--- config.mk ---
export PLATFORM = sky130hd
export DESIGN_NAME = llc_pipe_skid_reg
export DESIGN_NICKNAME = d
export VERILOG_FILES = /design/src/rtl/llc_pipe_skid_reg.sv
export SDC_FILE = /design/constraint.sdc
export NUM_CORES = 1
export LEC_CHECK = 0
export CORE_MARGIN = 4
export CORE_UTILIZATION = 38
export CTS_CLUSTER_SIZE = 12
export DETAILED_ROUTE_END_ITERATION = 8
export HOLD_SLACK_MARGIN = 0.08
export PLACE_DENSITY = 0.69
export SLEW_MARGIN = 20
export SYNTH_ARGS = -nofsm -noshare
export SYNTH_HDL_FRONTEND = slang
export SYNTH_SLANG_ARGS = --single-unit
--- constraint.sdc ---
create_clock -name clk -period 4.1 [get_ports clk]
set_clock_uncertainty 0.15 [all_clocks]
set_input_delay 0.615 -clock clk [delete_from_list [all_inputs] [get_ports clk]]
set_output_delay 0.615 -clock clk [all_outputs]
set_load 0.01 [all_outputs]
--- src/rtl/llc_pipe_skid_reg.sv ---
// Valid-ready pipeline stage with a registered ready path and a 2-entry skid buffer.
// All outputs decode from registers, so no input reaches an output combinationally.
module llc_pipe_skid_reg #(
  parameter int  DATA_WIDTH  = 32,
  parameter type dtype       = logic [DATA_WIDTH-1:0],
  parameter int  STALL_CNT_W = 16
) (
  input  logic                   clk,
  input  logic                   rst,
  input  logic                   flush,
  input  logic                   valid_in,
  input  dtype                   data_in,
  output logic                   ready_out,
  output logic                   valid_out,
  output dtype                   data_out,
  input  logic                   ready_in,
  output logic [1:0]             occupancy,
  output logic [STALL_CNT_W-1:0] stall_cnt
);

  // state | meaning
  // EMPTY | no beat buffered, upstream may send
  // ONE   | main entry holds the head beat, skid free
  // FULL  | main and skid both hold beats, upstream held off
  typedef enum logic [1:0] {
    EMPTY = 2'd0,
    ONE   = 2'd1,
    FULL  = 2'd2
  } state_t;

  state_t                 state_q;
  dtype                   main_q;
  dtype                   skid_q;
  logic [STALL_CNT_W-1:0] stall_q;

  logic accept;
  logic send;

  assign valid_out = (state_q != EMPTY);
  assign ready_out = (state_q != FULL);
  assign data_out  = main_q;
  assign stall_cnt = stall_q;

  assign accept = valid_in && ready_out;
  assign send   = valid_out && ready_in;

  always_comb begin
    occupancy = 2'd0;
    case (state_q)
      ONE:     occupancy = 2'd1;
      FULL:    occupancy = 2'd2;
      default: occupancy = 2'd0;
    endcase
  end

  always_ff @(posedge clk or negedge rst) begin
    if (!rst) begin
      state_q <= EMPTY;
      main_q  <= '0;
      skid_q  <= '0;
      stall_q <= '0;
    end else if (flush) begin
      state_q <= EMPTY;
      main_q  <= '0;
      skid_q  <= '0;
      stall_q <= '0;
    end else begin
      if (valid_out && !ready_in && (stall_q != '1))
        stall_q <= stall_q + STALL_CNT_W'(1);

      case (state_q)
        EMPTY: begin
          if (accept) begin
            state_q <= ONE;
            main_q  <= data_in;
          end
        end
        ONE: begin
          if (accept && send) begin
            main_q <= data_in;
          end else if (accept) begin
            // Head beat stalled: the in-flight beat parks in skid behind it.
            state_q <= FULL;
            skid_q  <= data_in;
          end else if (send) begin
            state_q <= EMPTY;
          end
        end
        FULL: begin
          if (send) begin
            state_q <= ONE;
            main_q  <= skid_q;
          end
        end
        default: state_q <= EMPTY;
      endcase
    end
  end

endmodule

# --- Word-level counts from Yosys, hierarchy flattened ---
# Index checks and enable logic that the tools add are counted.
classes:
  addsub: 1
  eq_ne: 10
  muxes: 18
  reduce_logical: 15
ops:
  columns: ["cell", "n"]
  rows:
  - ["two-way mux 32 bit", 7]
  - ["one-hot mux 32 bit (3 select lines)", 1]
  - ["two-way mux 16 bit", 2]
  - ["adder 16 x 1 -> 16 bit, second input constant", 1]
  - ["inequality test 16 bit, second input constant", 1]
  - ["two-way mux 2 bit", 6]
  - ["inequality test 3 bit, second input constant", 4]
  - ["AND reduction 4 bit", 2]
  - ["nonzero test 2 bit", 4]
  - ["one-hot mux 2 bit (3 select lines)", 1]
  - ["logical AND 1 bit", 5]
  - ["inequality test 2 bit, second input constant", 2]
  - ["inequality test 4 bit, second input constant", 1]
  - ["one-hot mux 2 bit (2 select lines)", 1]
  - ["nonzero test 4 bit", 1]
  - ["AND reduction 3 bit", 1]
  - ["== test 2 x 1 -> 1 bit, second input constant", 1]
  - ["== test 2 bit, second input constant", 1]
  - ["logical NOT 2 bit", 1]
  - ["logical NOT 1 bit", 1]
totals:
  in_bits: 37
  wordCells: 48
  register_bits: 82
  out_inout_bits: 52

# --- Depth between registers and ports, before layout ---
# Gate-level depths: netlist of the first run.
depth:
  word_depth: 7
  depth_mapped: 8
  depth_no_buf: 6

# --- Worst setup path before layout of the first run ---
# No wires, ideal clock.
synth_path:
  kind: "register to register"
  startpoint: "register state_q[0]"
  endpoint: "register main_q, in the netlist data_out[0]"
  period_less_slack_ps: 2275
  path_stages_with_launch: 9
  path_slack_ps: 1825
  setup_ps: 88
  t_required_ps: 3862
  arrival_time_ps: 2036
  path_buffers: 2
  cell_sequence: "dfrtp_1 inv_1 ha_1 and3b_1 o311a_1 or2_1 buf_6 buf_6 a211oi_2"
synth_between:
  elab_chain_cells: 5
synth_rtl:
  columns: ["item", "line", "rtl"]
  rows:
  - ["start, declared", "31", "state_t state_q;"]
  - ["start signal, assigned", "58", "state_q <= EMPTY;"]
  - ["start signal, assigned", "63", "state_q <= EMPTY;"]
  - ["start signal, assigned", "74", "state_q <= ONE;"]
  - ["inequality test 2 bit / nonzero test 2 bit (equally long branches)", "40, 39", null]
  - ["logical AND 1 bit (on tied branches)", "44, 45", null]
  - ["logical AND 1 bit", "79", "if (accept && send) begin"]
  - ["inequality test 3 bit (no line)", null, null]
  - ["AND reduction 4 bit (no line)", null, null]
  - ["end signal, assigned", "75", "main_q <= data_in;"]
  - ["end signal, assigned", "80", "main_q <= data_in;"]
  - ["end signal, assigned", "92", "main_q <= skid_q;"]
  - ["end, declared", "32", "dtype main_q;"]
# Several ways; a longest one is shown, not always the timed one.
# A chain may end at the register's enable or synchronous reset.

# --- Final worst setup path of the first run ---
layout_path:
  startpoint: "input ready_in"
  endpoint: "register main_q, in the netlist data_out[16]"
layout_between:
  elab_chain_cells: 4
layout_rtl:
  columns: ["item", "line", "rtl"]
  rows:
  - ["start, declared", "16", "input logic ready_in,"]
  - ["logical AND 1 bit (*)", "45", "assign send = valid_out && ready_in;"]
  - ["logical AND 1 bit", "79", null]
  - ["inequality test 3 bit (no line)", null, null]
  - ["AND reduction 4 bit (no line) (*)", null, null]
# Every way passes the cells marked *; elsewhere a longest branch is shown, timed or not.

==> metrics.md, run 1 <==
| Metric | Value |
|---|---|
| Status | `finished clean` |
| Clock power frac | `24.0%` |
| Max Fclk | `0.3385 GHz` |
| Postcts setup bufs | `0` |
| # DRC | `0` |
| Max-cap violation count | `0` |
| Final setup viols | `0` |
| Fin crit share | `72.05%` |
| Crit path cell chain | `clkdlybuf4s50_1 -> and3b_1 -> o311a_1 -> buf_4 -> or2_2 -> a211oi_1` |
| Setup_tns | `0 ps` |
| DRT Pass-1 Iters | `4` |
| TritonCTS buffer count | `9` |
| Sequential cell area fraction in the yosys report | `49.35%` |
| Buffers and inverters on the worst path | `2` |
| Logic pwr share | `34.1%` |
| Syn_area_per_cell | `10.14 µm²` |
| Worst path slowest cell | `or2_2` |
| Share of cells above drive strength 1 | `12.70%` |
| Crit. End Element | `flip-flop` |
| Worst EP required | `4200 ps` |
| Vias in the first global route | `3,340` |
| Yosys warnings | `0` |
| Worst hold margin | `146.7 ps` |
| RSZ-0062 raised after global routing | `false` |
| Period minus WS final | `2954 ps` |
| Clock sinks | `82` |
| Pins Over Slew Limit | `0` |
| Pwr/cell area | `456.1 mW/mm²` |
| Crit path max-delay family | `simple AND/OR/NAND/NOR gates` |
| Sw Share | `33.60%` |
| Kind of critical path | `input port to flip-flop` |
| Synth top area share | `49.35%` |
| DIE AREA | `0.01268 mm²` |
| Register share of total power | `41.9%` |
| Post-DP HPWL | `7.060 mm` |
| Internal power | `1607 µW` |
| CTS tree | `yes` |
| Cell Rows | `37` |
| Worst-Skew Late Latency | `350 ps` |
| Total Nets Final | `527` |
| Top FF cell, synth | `dfrtp_1` |
| Endpoints failing hold | `0` |
| Crit path from | `ready_in` |
| CP peak stage delay | `680 ps` |
| Antenna violations before repair | `0` |
| Max VDD drop | `0.1954 mV` |
| Reg2Reg Launch Point | `state_q[0]$_DFFE_PN0P_` |
| Most frequent cells in the layout | `clkdlybuf4s50_1, dfrtp_1, nand2_1, a21oi_1, nor3_1` |
| Worst relative slew slack | `38.60%` |
| Via Count | `3,374` |
| Hold-fix buffers, CTS | `0` |
| Vias per cell | `5.407` |
| Total global routing overflow | `0` |
| Die Width | `112.6 µm` |
| Post-Layout Cell Count | `624` |
| Final Core Density | `50.51%` |
| Routability cong. | `0.8247` |
| Distinct cells, synth | `43` |
| Synth area leader | `dfrtp_1` |
| Asr flop ratio synth | `100.0%` |
| Initial core utilization | `39.56%` |
| H-tree levels | `3` |
| First-pass GRT wire length | `17.46 mm` |
| Least-Margin Pin Slew | `918.9 ps` |
| Worst min-delay path class | `input port to async pin` |
| Antenna fix cells | `0` |
| Top-level I/O count | `89` |
| Initial drt markers | `219` |
| Clk buf depth | `2` |
| Post-detailed-routing wire length | `10.53 mm` |
| Core Footprint | `0.01051 mm²` |
| Layout area overhead | `27.66%` |
| Fill cells | `958` |
| Lkg Pwr | `0.002039 µW` |
| Total GRT Usage | `16.94%` |
| Reg clk slew, reported paths | `80 ps` |
| Commonest non-fill, non-tap cell in the layout | `clkdlybuf4s50_1` |
| Mapped Area | `0.004158 mm²` |
| Total placed cells including tap cells | `609` |
| Mapped Nets | `453` |
| Multi-input combinational cell area | `0.001939 mm²` |
| Final ANT Viol Nets | `0` |
| Largest net degree at the start of global routing | `83` |
| Worst-path maximum fanout | `33` |
| Sequential cell area | `0.002052 mm²` |
| Synth area leaders | `dfrtp_1, a211oi_2, mux2i_1` |
| PortBufs | `88` |
| WL/cell | `16.88 µm` |
| CTS root buffer | `clkbuf_8` |
| Critical Path Start Type | `input port` |
| Post-synth EDFFs | `0` |
| Post-cts sizing count | `0` |
| Cells after synthesis | `410` |
| Crit path DAT | `3050 ps` |
| Yosys reg bits | `82` |
| Switch Pwr | `813.2 µW` |
| Die height | `112.6 µm` |
[metrics by stage]
step                      setup slack (ps)  cell area (µm²)  total power, µW
after floorplan                       1825             4158             1516
after global placement               885.8             5112             1843
after detailed placement             810.4             5112             1857
after CTS                             1180             5304             2446
after global routing                  1009             5308             2563
final                                 1146             5308             2421
[registers in the layout, indices dropped and copies added, names as in the netlist]
| name | cells |
|---|---|
| data_out | 32 |
| skid_q | 32 |
| stall_cnt | 16 |
| state_q | 2 |
[layer usage]
layer	track usage [%]	share of wire [%]
met5	0	0
met2	25.95	46
met3	3.827	5.2
met1	23.96	48
met4	5.128	1.5
[cell usage after synthesis, types with 2 or more instances]
cell type / count
and2_1: 2
or2_2: 2
nand3_1: 3
nand4_1: 6
inv_1: 8
nor3_1: 35
a211oi_1: 2
or4_1: 6
ha_1: 6
a21oi_1: 44
or3_1: 5
o21ai_0: 6
buf_6: 5
nor2b_1: 2
and3_1: 2
nor2_1: 10
a211oi_2: 30
o31ai_1: 4
nand2_1: 68
nand2b_1: 4
dfrtp_1: 82
nor4_1: 2
buf_1: 2
mux2i_1: 33
clkbuf_1: 23
[cells by family (layout without fill, tap and decap cells)]
| logic type | after synthesis | in the layout | share of synthesized area (%) |
|---|---|---|---|
| buf+inv | 39 | 117 | 4.454 |
| compound gates | 96 | 96 | 18.45 |
| fa+ha+maj | 6 | 6 | 1.806 |
| xor+xnor | 1 | 1 | 0.2107 |
| mux | 34 | 34 | 8.216 |
| simple gates | 152 | 152 | 17.51 |
| flops | 82 | 82 | 49.35 |
[worst paths after layout]
kind | end | slack [ps] | depth (start not counted)
min in group clk | skid_q[21]$_DFFE_PN0P_ | 370 | 2
min reg2reg | skid_q[21]$_DFFE_PN0P_ | 370 | 2
max | data_out[16]$_DFFE_PN0P_ | 1150 | 6
max reg2reg | data_out[16]$_DFFE_PN0P_ | 1180 | 7
min | skid_q[28]$_DFFE_PN0P_ | 150 | 1
max in group asynchronous | skid_q[2]$_DFFE_PN0P_ | 3140 | 1
[power by group through the flow]
| stage | Sequential [µW] | Combinational [µW] | Clock [µW] |
|---|---|---|---|
| finish | 1010 | 825 | 582 |
| global route | 1030 | 898 | 640 |
| CTS | 1010 | 834 | 600 |
| detailed placement | 1030 | 831 | 0 |
| global placement | 1030 | 817 | 0 |
| floorplan | 1040 | 472 | 0 |
[cell type report]
class                      count  share of cell area, %
timing repair buffer          94                  17.42
multi-input combinational    289                  36.54
clock inverter                 5                  1.014
tap                          136                  3.206
clock buffer                  10                  2.593
sequential                    82                  38.66
inverter                       8                 0.5658
(Power assumes the default switching activity.)
==> inputs of run 2 (changes only) <==
Clock period 4.1 ns to 3.05 ns, I/O delays scaled along.
==> metrics.md, run 2 (same netlist as run 1, synthesis figures left out) <==
| Metric | Value |
|---|---|
| Status | `finished clean (unchanged)` |
| Buffers and inverters on the worst path | `1 (was 2)` |
| Postcts setup bufs | `0 (unchanged)` |
| Initial core utilization | `39.56% (unchanged)` |
| Max-cap violation count | `0 (unchanged)` |
| Largest net degree at the start of global routing | `83 (unchanged)` |
| Final ANT Viol Nets | `0 (unchanged)` |
| Final Core Density | `51.13% (was 50.51%)` |
| Share of cells above drive strength 1 | `13.39% (was 12.70%)` |
| Most frequent cells in the layout | `clkdlybuf4s50_1, dfrtp_1, nand2_1, a21oi_1, nor3_1 (unchanged)` |
| Worst path slowest cell | `or2_2 (unchanged)` |
| Max Fclk | `0.3651 GHz` |
| CTS tree | `yes (unchanged)` |
| Pins Over Slew Limit | `0 (unchanged)` |
| Crit path DAT | `2850 ps (was 3050 ps)` |
| Critical path depth in cells | `6 (unchanged)` |
| Worst-Skew Late Latency | `360 ps (was 350 ps)` |
| Max VDD drop | `0.2949 mV (was 0.1954 mV)` |
| Crit path max-delay family | `simple AND/OR/NAND/NOR gates (unchanged)` |
| H-tree levels | `3 (unchanged)` |
| Top-level I/O count | `89 (unchanged)` |
| DIE AREA | `0.01268 mm² (unchanged)` |
| First-pass GRT wire length | `17.98 mm (was 17.46 mm)` |
| Initial drt markers | `183 (was 219)` |
| Routability cong. | `0.8576 (was 0.8247)` |
| Post-detailed-routing wire length | `10.97 mm (was 10.53 mm)` |
| DRT Pass-1 Iters | `4 (unchanged)` |
| Vias in the first global route | `3,447 (was 3,340)` |
| Total Nets Final | `532 (was 527)` |
| Commonest non-fill, non-tap cell in the layout | `clkdlybuf4s50_1 (unchanged)` |
| Setup_tns | `0 ps (unchanged)` |
| Least-Margin Pin Slew | `975.8 ps (was 918.9 ps)` |
| PortBufs | `88 (unchanged)` |
| Layout area overhead | `29.22% (was 27.66%)` |
| Cell Rows | `37 (unchanged)` |
| Busiest grt layer | `met2 (unchanged)` |
| Worst-path maximum fanout | `32 (was 33)` |
| Crit. End Element | `flip-flop (unchanged)` |
| Via Count | `3,433 (was 3,374)` |
| Vias per cell | `5.458 (was 5.407)` |
| Core Footprint | `0.01051 mm² (unchanged)` |
| Final setup viols | `0 (unchanged)` |
| Lkg Pwr | `0.002073 µW (was 0.002039 µW)` |
| # DRC | `0 (unchanged)` |
| Antenna violations before repair | `0 (unchanged)` |
| Worst relative slew slack | `34.95% (was 38.60%)` |
| Met1 usage | `24.18% (was 23.96%)` |
| Critical Path Start Type | `flip-flop (was input port)` |
| Reg2Reg Depth | `6 (was 7)` |
| RSZ-0062 raised after global routing | `false (unchanged)` |
| Clk buf depth | `2 (unchanged)` |
| CP peak stage delay | `670 ps (was 680 ps)` |
| Total GRT Usage | `17.45% (was 16.94%)` |
| Clock sinks | `82 (unchanged)` |
| Reg2reg setup slack | `310 ps (was 1180 ps)` |
| Fin crit share | `89.80%` |
| Kind of critical path | `flip-flop to flip-flop (was input port to flip-flop)` |
| CTS root buffer | `clkbuf_8 (unchanged)` |
| Die Width | `112.6 µm (unchanged)` |
| TritonCTS buffer count | `9 (unchanged)` |
| Pwr/cell area | `626.6 mW/mm² (was 456.1 mW/mm²)` |
| Met3 usage in global routing | `2.965% (was 3.827%)` |
| Antenna fix cells | `0 (unchanged)` |
| Crit path cell chain | `inv_1 -> ha_1 -> and3b_1 -> o311a_1 -> or2_2 -> a211oi_1 (was clkdlybuf4s50_1 -> and3b_1 -> o311a_1 -> buf_4 -> or2_2 -> a211oi_1)` |
| Period minus WS final | `2739 ps` |
| Die height | `112.6 µm (unchanged)` |
| Endpoints failing hold | `0 (unchanged)` |
| WL/cell | `17.44 µm (was 16.88 µm)` |
| Post-DP HPWL | `7.207 mm (was 7.060 mm)` |
| Reg clk slew, reported paths | `80 ps (about the same)` |
| Total global routing overflow | `0 (unchanged)` |
| Worst min-delay path class | `input port to flip-flop (was input port to async pin)` |
| Worst EP required | `3160 ps (was 4200 ps)` |
| Hold path cells | `2` |
| Met2 GRT Util | `27.65% (was 25.95%)` |
run 2: changes by cell type in the layout (fill, tap and decap cells not counted), sizes merged:
cell / delta
buf: +4
inv: -1
dlygate4sd3: +1
bufinv: +1
run 2: repair_timing:
item	4_1_cts	5_1_grt
hold buffers	0	1
resized for setup	0	0
endpoints found under the hold margin	0	52
run 2: layout make-up:
type                            instances  area, µm²
Clock buffer                           10      137.6
Tap cell                              136      170.2
Clock inverter                          5      78.83
Fill cell                             976       5136
Timing Repair Buffer                   99      964.7
Sequential cell                        82       2052
Inverter                                8      30.03
Multi-Input combinational cell        289       1939
run 2: per-stage QoR:
| step | hold WS (ps) | instance area (µm²) | power, µW | setup WS (ps) | cells |
|---|---|---|---|---|---|
| 4_1_cts | 169.9 | 5359 | 3400 | 321.1 | 628 |
| 3_3_place_gp | 359.3 | 5142 | 2486 | 233.2 | 613 |
| 3_5_place_dp | 365.3 | 5142 | 2514 | 114.1 | 613 |
| 5_1_grt | 371.7 | 5373 | 3543 | 173.3 | 629 |
| 6_report | 360.3 | 5373 | 3366 | 311.1 | 629 |
| 2_1_floorplan | 11.91 | 4158 | 2038 | 775.5 | 410 |
run 2: worst reg2reg max path: cells and delay by family, from the launching register on:
| kind | cells | cell delay [ps] |
|---|---|---|
| AND/OR/NAND/NOR | 2 | 890 |
| flip-flops | 1 | 420 |
| buffers and inverters | 1 | 130 |
| AO/OA/AOI/OAI | 2 | 740 |
| adder cells (fa/ha/maj) | 1 | 330 |
run 2: final timing paths:
kind                                            end                   start
setup / recovery           data_out[17]$_DFFE_PN0P_  state_q[0]$_DFFE_PN0P_
hold / removal             stall_cnt[1]$_DFFE_PN0P_                   flush
setup reg to reg           data_out[17]$_DFFE_PN0P_  state_q[0]$_DFFE_PN0P_
hold reg to reg              skid_q[13]$_DFFE_PN0P_  skid_q[13]$_DFFE_PN0P_
max in group asynchronous  data_out[19]$_DFFE_PN0P_                     rst
min in group asynchronous    skid_q[27]$_DFFE_PN0P_                     rst
run 2: report_power, final:
| group | switching [µW] | internal (µW) | total, µW |
|---|---|---|---|
| combinational | 609 | 531 | 1140 |
| sequential | 108 | 1240 | 1350 |
| clock | 397 | 478 | 875 |
| total | 1110 | 2250 | 3370 |
run 2: metal layers:
metal	share of wire (%)	wire [µm]
met3	5.0	551
met5	0	0
met4	1.6	179
met1	47	5132
met2	47	5105
==> inputs of run 3 (changes only) <==
Settings changed: CAP_MARGIN from default to 25.
==> results of run 3 <==
The final DEF is identical to that of run 2; final timing and power are the same.
